`config.mk`:
```
export PLATFORM = sky130hd
export DESIGN_NAME = pipo_register
export DESIGN_NICKNAME = d
export VERILOG_FILES = /design/src/rtl/pipo_pkg.sv /design/src/rtl/pipo_bit_cell.sv /design/src/rtl/pipo_register.sv
export SDC_FILE = /design/constraint.sdc
export NUM_CORES = 1
export LEC_CHECK = 0
export ABC_AREA = 1
export BUFFER_PORTS_ARGS = -buffer_cell sky130_fd_sc_hd__buf_4
export CORE_AREA = 2 2 39 41
export CTS_CLUSTER_DIAMETER = 120
export DETAILED_ROUTE_END_ITERATION = 12
export DIE_AREA = 0 0 41 43
export PLACE_DENSITY = 0.42
export SYNTH_ARGS = -nofsm -noshare
export SYNTH_HDL_FRONTEND = slang
export SYNTH_SLANG_ARGS = --single-unit
```
`constraint.sdc`:
```
create_clock -name clock -period 1.5 [get_ports clock]
set_input_delay 0.075 -clock clock [delete_from_list [all_inputs] [get_ports clock]]
set_output_delay 0.075 -clock clock [all_outputs]
set_load 0.02 [all_outputs]
```
`src/rtl/pipo_pkg.sv`:
```
// Shared definitions for the pipo_register slice: default lane count and lane-index enum.
package pipo_pkg;

    localparam int unsigned DEFAULT_WIDTH = 4;

    typedef enum logic [1:0] {
        LANE_A = 2'd0,
        LANE_B = 2'd1,
        LANE_C = 2'd2,
        LANE_D = 2'd3
    } lane_e;

endpackage

```
`src/rtl/pipo_bit_cell.sv`:
```
// Single-lane async-reset storage flop with load enable.
// With PIPO_SHIFT_EN defined, a shift input is muxed in at lower priority than load.
module pipo_bit_cell
    import pipo_pkg::*;
#(
    parameter logic RST_VAL = 1'b0
) (
    input  logic clock,
    input  logic rst_n,
    input  logic load_en,
    input  logic d,
`ifdef PIPO_SHIFT_EN
    input  logic shift_en,
    input  logic ser_in,
`endif
    output logic q
);

    logic r_q;

    always_ff @(posedge clock or negedge rst_n) begin
        if (!rst_n) begin
            r_q <= RST_VAL;
        end else if (load_en) begin
            r_q <= d;
`ifdef PIPO_SHIFT_EN
        end else if (shift_en) begin
            r_q <= ser_in;
`endif
        end
    end

    assign q = r_q;

endmodule

```
`src/rtl/pipo_register.sv`:
```
// Parameterised parallel-in/parallel-out register built from WIDTH pipo_bit_cell lanes.
// Optional serial shift path (toward the MSB) enabled by defining PIPO_SHIFT_EN.
module pipo_register
    import pipo_pkg::*;
#(
    parameter int unsigned          WIDTH     = DEFAULT_WIDTH,
    parameter logic [WIDTH-1:0]     RESET_VAL = '0
) (
    input  logic             clock,
    input  logic             rst_n,
    input  logic             load_en,
    input  logic [WIDTH-1:0] din,
`ifdef PIPO_SHIFT_EN
    input  logic             shift_en,
    input  logic             ser_in,
    output logic             ser_out,
`endif
    output logic [WIDTH-1:0] q,
    output logic             q_valid
);

    logic [WIDTH-1:0] w_q;
    logic             r_valid;

    for (genvar i = 0; i < WIDTH; i++) begin : g_lane
`ifdef PIPO_SHIFT_EN
        // Lane 0 takes the serial input; every other lane takes its lower neighbour.
        logic w_ser;
        if (i == 0) begin : g_first
            assign w_ser = ser_in;
        end else begin : g_chain
            assign w_ser = w_q[i-1];
        end
`endif
        pipo_bit_cell #(
            .RST_VAL (RESET_VAL[i])
        ) u_cell (
            .clock    (clock),
            .rst_n    (rst_n),
            .load_en  (load_en),
            .d        (din[i]),
`ifdef PIPO_SHIFT_EN
            .shift_en (shift_en),
            .ser_in   (w_ser),
`endif
            .q        (w_q[i])
        );
    end

    always_ff @(posedge clock or negedge rst_n) begin
        if (!rst_n) begin
            r_valid <= 1'b0;
        end else if (load_en) begin
            r_valid <= 1'b1;
        end
    end

    assign q       = w_q;
    assign q_valid = r_valid;
`ifdef PIPO_SHIFT_EN
    assign ser_out = w_q[WIDTH-1];
`endif

endmodule

```
==> run metrics, run 1 <==
crit path from=g_lane[3].u_cell.q; Cell variety after synth=5; Max Slew Vio Count=0; R2R cell count=1; synthesized area per cell=~9 um2; Inserted Clock Buffers=3; Post-Synth Simple-Gate Area=24.4%; Via Count=roughly 180; max_cap viols=0; Clock Latency Late Sink=between 0.2 and 0.25 ns; clock sinks=5; core footprint=between 1000 and 1500 um2; num ports=12; met1 Use GR=under 10%; Area growth, synth to finish=51.8%; CTS tree=yes; IO Port Bufs=11; Gate Count Post-Synth=23; startpoint types=flip-flop; critical path depth=1; DRC viols=0; R2R setup slack=between 0.8 and 0.9 ns; all-layer global routing usage=under 10%; worst flop-to-flop path endpoint=q_valid; Power Dens Cells=around 1100 nW/um2; status=finished clean; drt pass-1 iters=1; Clock transition at path regs=roughly 0.040 ns; post-synthesis mux area share=0%; Leakage=between 0.00015 and 0.0002 uW; syn nets=30; maximum buffer depth of the clock tree=2; First DRT Iteration DRCs=0; HPWL after DPL=approximately 330 um; global routing usage on met3=6.28%; Routed Antenna Nets=0; die area=~1800 um2; Die Ht=around 43 um; htree depth=1; vias in the first global route=~150; crit path max fanout=2; gr busiest metal=met1; Core Rows=14; worst min path class=in2reg; Tightest Pin Transition=slightly below 0.09 ns; max frequency=approximately 1200 MHz; Final Hold Viols=0; sequential share of the synthesized area=roughly three fifths; nets=43; first-pass GRT wire length=648 um; crit-path cells=buf_4; Post-Synth Adder-Cell Area=0%; Max IR drop VDD=around 0.42 mV; Compound-Gate Fraction of Synth Area=0%; worst r2r src=q_valid; unrepaired setup endpoints after global routing=no; largest net degree at the start of global routing=7; area of the mapped netlist=around 210 um2; slowest library cell on the worst path=dfrtp_1; Critical Path RT=1.42 ns; Top Family by Delay on Critical Path=flip-flops; Starting Density=15.2%; antenna violations before repair=0; arrival time worst endpoint=0.78 ns; routed len/inst=slightly above 8 um; met2 GRT Util=under 10%; Synth Register Bits=5; Pwr Total=about 360 uW; CP endpoint=q[3]; CP bufs+invs=1; Crit. End Element=primary output; vias per cell=about 3.5; Root Driver=clkbuf_4; layout cells sized above 1=42.9%; TNS Setup=0 ns; postcts setup bufs=0; clock skew=0 ns; # setup viols final=0; largest family of logic cells by synthesized area=simple AND/OR/NAND/NOR gates; period utilization=between 50 and 60%; fill cell count=165; XOR/XNOR share of the synthesized area=0%; kind of critical path=reg2out; Crit path largest cell delay=approximately 0.38 ns; Antenna Cells=0; Die Wd=41 um; GR Overflow Total=0; Period minus WS final=0.859 ns; final wirelength=just over 400 um; YS warnings=0; RD Place Congestion=about 0.73; Rel. slew slack=94.2%
through the flow:
stage               hold slack (ns)  setup slack [ns]  utilization, %  cell area [um2]  cells
floorplan                    -0.221             0.731               -              210     23
global placement             -0.120             0.827            20.4              283     46
detailed placement           -0.119             0.816            20.4              283     46
CTS                          0.0255             0.634            23.1              319     51
global route                 0.0272             0.608            23.1              319     51
finish                       0.0310             0.641            23.1              319     51
registers in the layout (all words and copies together) (netlist names):
signal	flops
g_lane.u_cell.q	4
q_valid	1
cells in the mapped netlist:
master / n / area (um2)
dfrtp_1: 5 / 125
inv_2: 1 / 3.75
buf_4: 4 / 30.0
or2_1: 1 / 6.26
nand2_1: 12 / 45.0
routing by layer:
metal  wire, um  vias to the layer above
met3         55                        0
met4          0                        0
met5          0                        -
li1           -                       88
met1        197                       77
met2        159                       11
what timing repair did:
item,4_1_cts,5_1_grt
gates resized for setup,0,0
endpoints found under the hold margin,5,0
hold buffers,1,0
how the worst min path moves through the flow:
stage / end / cells past startpoint / startpoint / slack, ns
2_1_floorplan: g_lane[0].u_cell.q / 0 / rst_n / -0.22
3_3_place_gp: g_lane[0].u_cell.q / 1 / rst_n / -0.12
3_5_place_dp: g_lane[0].u_cell.q / 1 / rst_n / -0.12
4_1_cts: g_lane[1].u_cell.q / 3 / din[1] / 0.03
5_1_grt: g_lane[3].u_cell.q / 3 / din[3] / 0.03
6_report: g_lane[1].u_cell.q / 3 / din[1] / 0.03
placed cells by master (no fill, tap or decap):
master / instances
clkbuf_4: 3
or2_1: 1
inv_2: 1
nand2_1: 12
buf_4: 11
dlygate4sd3_1: 1
dfrtp_1: 5
clkbuf_1: 1
report_power, final:
part / switching (uW) / total (uW) / leakage [uW] / internal (uW)
clock: 55.5 / 156 / 0.0000150 / 101
sequential: 5.57 / 151 / 0.0000575 / 145
combinational: 28.2 / 56.2 / 0.0000967 / 28.0
cells by family (layout without fill, tap and decap cells):
kind of cell	count (synthesis)	count (layout)
flip-flops	5	5
buffers and inverters	5	17
AND/OR/NAND/NOR	13	13
area by class of cell:
class	count	area [um2]	area share (%)
Sequential cell	5	125	39.2
Timing Repair Buffer	12	92.6	29.0
Multi-Input combinational cell	13	51.3	16.1
Clock buffer	4	26.3	8.24
Tap cell	16	20.0	6.27
Inverter	1	3.75	1.18
No activity file was read; power rests on OpenSTA's default activity.
==> run 2, diff against run 1 <==
--- a/config.mk
+++ b/config.mk
@@ -5,7 +5,7 @@
 export SDC_FILE = /design/constraint.sdc
 export NUM_CORES = 1
 export LEC_CHECK = 0
-export ABC_AREA = 1
+export ABC_AREA = 0
 export BUFFER_PORTS_ARGS = -buffer_cell sky130_fd_sc_hd__buf_4
 export CORE_AREA = 2 2 39 41
 export CTS_CLUSTER_DIAMETER = 120
==> constraint.sdc (replaced) <==
create_clock -name clock -period 0.9 [get_ports clock]
set_input_delay 0.045 -clock clock [delete_from_list [all_inputs] [get_ports clock]]
set_output_delay 0.045 -clock clock [all_outputs]
set_load 0.02 [all_outputs]
==> run 2 against run 1 <==
Count of clock-buffer cells in the layout did not move. Die area did not move. Largest power group unchanged. Non-clock buffer count did not move. Critical path type unchanged. Critical endpoint unchanged. Critical path depth did not move. Largest cell class unchanged. Worst setup slack got worse by 0.56 ns. Total power rose by 69%. Routed wire length fell by 15%.
==> run metrics, run 2 <==
status=finished clean; Period minus WS final=between 0.8 and 0.9 ns; most common cell after layout, fill and taps aside=buf_4; R2R cell count=1; die area=1760 um2; core footprint=between 1000 and 1500 um2; top-count cell post-synth=dfrtp_1; Critical Path RT=~0.85 ns; first-pass GRT wire length=approximately 590 um; Cell variety after synth=4; Power Dens Cells=1940 nW/um2; Finished Layout Cells=42; all-layer global routing usage=under 10%; Leakage=between 0.0001 and 0.00015 uW; quantity of gates resized following cts=0; final wirelength=349 um; Synth Register Bits=5; Core Rows=14; post-synth top area share=approximately three fifths; # setup viols final=0; commonest cells in the netlist=dfrtp_1, buf_4, mux2_2; largest net degree at the start of global routing=6; Die Wd=just over 40 um; placed instance count=37; synthesized area per cell=14.7 um2; clock skew=0 ns; IO Port Bufs=11; Post-synth ARST share=100%; critical path depth=1; arrival time worst endpoint=approximately 0.77 ns; R2R setup slack=~0.15 ns; largest area contributor in the netlist=dfrtp_1; syn nets=21; Top Family by Delay on Critical Path=flip-flops; TNS Setup=0 ns; main flop type after synthesis=dfrtp_1; unrepaired setup endpoints after global routing=no; DRC viols=0; antenna violations before repair=0; Rel. slew slack=a little over nine tenths; max frequency=approximately 1200 MHz; Area growth, synth to finish=52.7%; Clock Latency Late Sink=around 0.24 ns; HPWL after DPL=roughly 300 um; Max IR drop VDD=0.372 mV; routed len/inst=between 8 and 9 um; hold depth=2; htree depth=1; kind of critical path=reg2out; Inserted Clock Buffers=3; Clock transition at path regs=0.04 ns; crit path max fanout=2; Post-synth EDFFs=0; RD Place Congestion=approximately 0.5; Tightest Pin Transition=~0.073 ns; CTS tree=yes; sequential share of the synthesized area=roughly three fifths; worst r2r src=q_valid; fill cell count=160; startpoint types=flip-flop; slowest library cell on the worst path=dfrtp_1; most frequent cells in the layout=buf_4, dfrtp_1, mux2_2; vias in the first global route=about 170; Starting Density=14.9%; worst min path class=in2reg; final instance area=315 um2; placed instance area=between 200 and 300 um2; sequential cell area=125 um2; First DRT Iteration DRCs=0; Multi-input gate area=51.3 um2; hold buffers post-CTS=1; YS warnings=0; Pwr Total=between 600 and 700 uW; crit-path cells=buf_4; Die Ht=roughly 43 um; worst flop-to-flop path endpoint=q_valid; Crit. End Element=primary output; GR Overflow Total=0; nets=34; area of the mapped netlist=about 210 um2; max_cap viols=0; layout cells sized above 1=about 73%; Max Slew Vio Count=0; Worst Hold Launch=din[3]; Via Count=roughly 140; Crit path largest cell delay=0.37 ns; CP bufs+invs=1; max reg flops=4; Routed Antenna Nets=0; clock sinks=5; Root Driver=clkbuf_4; maximum buffer depth of the clock tree=2; vias per cell=~3.3; postcts setup bufs=0; end of the worst hold path=g_lane[3].u_cell.q; drt pass-1 iters=1; Area contributors post-synth=dfrtp_1, mux2_2, buf_4; period utilization=90.6%; Gate Count Post-Synth=14; Antenna Cells=0; num ports=12; Final Hold Viols=0
[run 2: cell types whose count changed after synthesis]
cell     delta
inv_2       -1
mux2_2      +4
nand2_1    -12
or2_1       -1
or2_2       +1
[run 2: stage by stage]
step | setup slack [ns] | utilization (%) | hold slack (ns)
2_1_floorplan | 0.0624 | - | -0.251
3_3_place_gp | 0.159 | 20.2 | -0.151
3_5_place_dp | 0.148 | 20.2 | -0.150
4_1_cts | 0.0720 | 22.8 | 0.0297
5_1_grt | 0.0425 | 22.8 | 0.0199
6_report | 0.0844 | 22.8 | 0.0345
[run 2: kinds of logic (layout without fill, tap and decap cells)]
logic type	count (synthesis)	in the layout	synth area share, %
DFF	5	5	60.6
muxes	4	4	21.8
and+or+nand+nor	1	1	3.03
buffers and inverters	4	16	14.5
[run 2: layout make-up]
type	count	area share, %
Sequential cell	5	39.7
Tap cell	16	6.35
Multi-Input combinational cell	5	16.3
Timing Repair Buffer	12	29.4
Clock buffer	4	8.33
[run 2: power by group]
group          switching [uW]  internal (uW)
Sequential               8.39            244
Combinational            43.6           57.3
Clock                    92.7            168
Total                     145            469
[run 2: metal layers]
layer | routed length (um) | vias up | part of all wire [%] | GRT usage, %
met4 | 19 | 0 | 5.4 | 10.0
li1 | - | 66 | - | -
met5 | 0 | - | 0 | 0
met2 | 195 | 6 | 56 | 8.13
met1 | 108 | 65 | 31 | 3.58
met3 | 26 | 2 | 7.4 | 3.14
[run 2: worst max path at each step]
stage	from	end	slack [ns]
floorplan	q_valid	q_valid	0.06
global placement	q_valid	q_valid	0.16
detailed placement	g_lane[1].u_cell.q	g_lane[1].u_cell.q	0.15
CTS	g_lane[3].u_cell.q	q[3]	0.07
global route	q_valid	q_valid	0.04
finish	g_lane[3].u_cell.q	q[3]	0.08
==> run 3, diff against run 2 <==
--- a/config.mk
+++ b/config.mk
@@ -5,7 +5,7 @@
 export SDC_FILE = /design/constraint.sdc
 export NUM_CORES = 1
 export LEC_CHECK = 0
-export ABC_AREA = 0
+export ABC_AREA = 1
 export BUFFER_PORTS_ARGS = -buffer_cell sky130_fd_sc_hd__buf_4
 export CORE_AREA = 2 2 39 41
 export CTS_CLUSTER_DIAMETER = 120
==> constraint.sdc (replaced) <==
create_clock -name clock -period 0.95 [get_ports clock]
set_input_delay 0.0475 -clock clock [delete_from_list [all_inputs] [get_ports clock]]
set_output_delay 0.0475 -clock clock [all_outputs]
set_load 0.02 [all_outputs]
==> run 3 against run 2 <==
Global-route usage grew 0.32 points. Utilization grew 1.7 points. Count of clock-buffer cells in the layout is the same. Non-clock buffer count grew 2. Flip-flop and latch count is the same. Clock power shrank 5%. First-iteration DRC count is the same. Routed wire length grew 19%. Total power shrank 5.4%. Hold slack lost 0.026 ns. Die area is the same. Critical path depth is the same. Critical endpoint unchanged. Largest cell class unchanged.
==> run metrics, run 3 (synthesis results as in run 1) <==
Area growth, synth to finish=61.3%; worst min path class=in2reg; period utilization=slightly below 90%; switching pwr=about 140 uW; Clock transition at path regs=approximately 0.04 ns; slowest library cell on the worst path=dfrtp_1; Power Dens Cells=1710 nW/um2; hold buffers post-CTS=3; Starting Density=approximately 15%; Crit path largest cell delay=0.38 ns; final wirelength=417 um; Core Util, Final=between 20% and 30%; maximum buffer depth of the clock tree=2; first-pass GRT wire length=between 600 and 700 um; DRC viols=0; TNS Setup=0 ns; num ports=12; clock skew=0 ns; largest net degree at the start of global routing=7; Core Rows=14; Pwr Total=~580 uW; Die Ht=43 um; antenna violations before repair=0; IO Port Bufs=11; layout cells sized above 1=around 41%; Rel. slew slack=94.2%; switching power share of the total=roughly a quarter; most common cell after layout, fill and taps aside=nand2_1; kind of critical path=reg2out; sequential cell area=approximately 130 um2; drt pass-1 iters=1; Multi-input gate area=approximately 50 um2; Tightest Pin Transition=~0.087 ns; crit-path cells=buf_4; Crit. End Element=primary output; # setup viols final=0; Routed Antenna Nets=0; most frequent cells in the layout=nand2_1, buf_4, dfrtp_1; part of the power in the clock network=42.6%; Root Driver=clkbuf_4; Final Hold Viols=0; max_cap viols=0; htree depth=1; quantity of gates resized following cts=0; max reg flops=4; Inserted Clock Buffers=3; R2R setup slack=0.26 ns; max frequency=~1200 MHz; nets=45; Critical Path RT=0.90 ns; vias per cell=around 3.5; Antenna Cells=0; Period minus WS final=slightly above 0.8 ns; Max Slew Vio Count=0; postcts setup bufs=0; Internal=~440 uW; clock sinks=5; routed len/inst=7.87 um; CP bufs+invs=1; startpoint types=flip-flop; Clock Latency Late Sink=roughly 0.24 ns; core footprint=around 1400 um2; arrival time worst endpoint=roughly 0.78 ns; CTS tree=yes; fill cell count=between 150 and 200; GR Overflow Total=0; Die Wd=41 um; crit path max fanout=2; Max IR drop VDD=~0.66 mV; Logic pwr share=between 10% and 20%; Leakage=about 0.00018 uW; status=finished clean; First DRT Iteration DRCs=0; unrepaired setup endpoints after global routing=no; Via Count=184; all-layer global routing usage=6.17%; RD Place Congestion=about 0.73; Seq pwr share=41.0%; vias in the first global route=151; HPWL after DPL=between 300 and 400 um; Top Family by Delay on Critical Path=flip-flops; die area=around 1800 um2
==> run 3: final timing paths <==
kind / from / endpoint / depth (start not counted)
setup / recovery: g_lane[3].u_cell.q / q[3] / 1
hold / removal: din[2] / g_lane[2].u_cell.q / 3
setup reg to reg: q_valid / q_valid / 1
hold reg to reg: q_valid / q_valid / 1
max in group asynchronous: rst_n / q_valid / 2
min in group asynchronous: rst_n / g_lane[2].u_cell.q / 2
==> run 3: area by class of cell <==
class,instances,share of cell area (%)
Sequential cell,5,36.9
Timing Repair Buffer,14,33.2
Clock buffer,4,7.75
Multi-Input combinational cell,13,15.1
Tap cell,16,5.90
Inverter,1,1.11
==> run 3: tightest hold or removal path, delay by kind of cell <==
kind	cells	cell delay (ns)
buf+inv	1	0.08
simple gates	2	0.09
==> run 3: metrics by stage <==
stage          setup WS [ns]  hold slack [ns]  instance area [um2]  cells
2_1_floorplan          0.181           -0.248                  210     23
3_3_place_gp           0.277           -0.148                  283     46
3_5_place_dp           0.266           -0.147                  283     46
4_1_cts                0.111          0.00398                  339     53
5_1_grt               0.0856           0.0243                  339     53
6_report               0.119          0.00857                  339     53
==> run 3: power groups by stage <==
stage / registers [uW] / clock network [uW] / logic, uW
6_report: 238 / 247 / 95.3
5_1_grt: 239 / 276 / 107
2_1_floorplan: 238 / 0 / 57.7
3_3_place_gp: 239 / 0 / 87.1
3_5_place_dp: 241 / 0 / 87.3
4_1_cts: 238 / 258 / 97.3
==> run 3: metal layers <==
layer	GRT usage (%)	vias up	wire length (um)
met4	4.00	0	0
met1	8.22	81	203
met3	6.28	0	55
li1	-	92	-
met2	5.63	11	158
met5	0	-	0
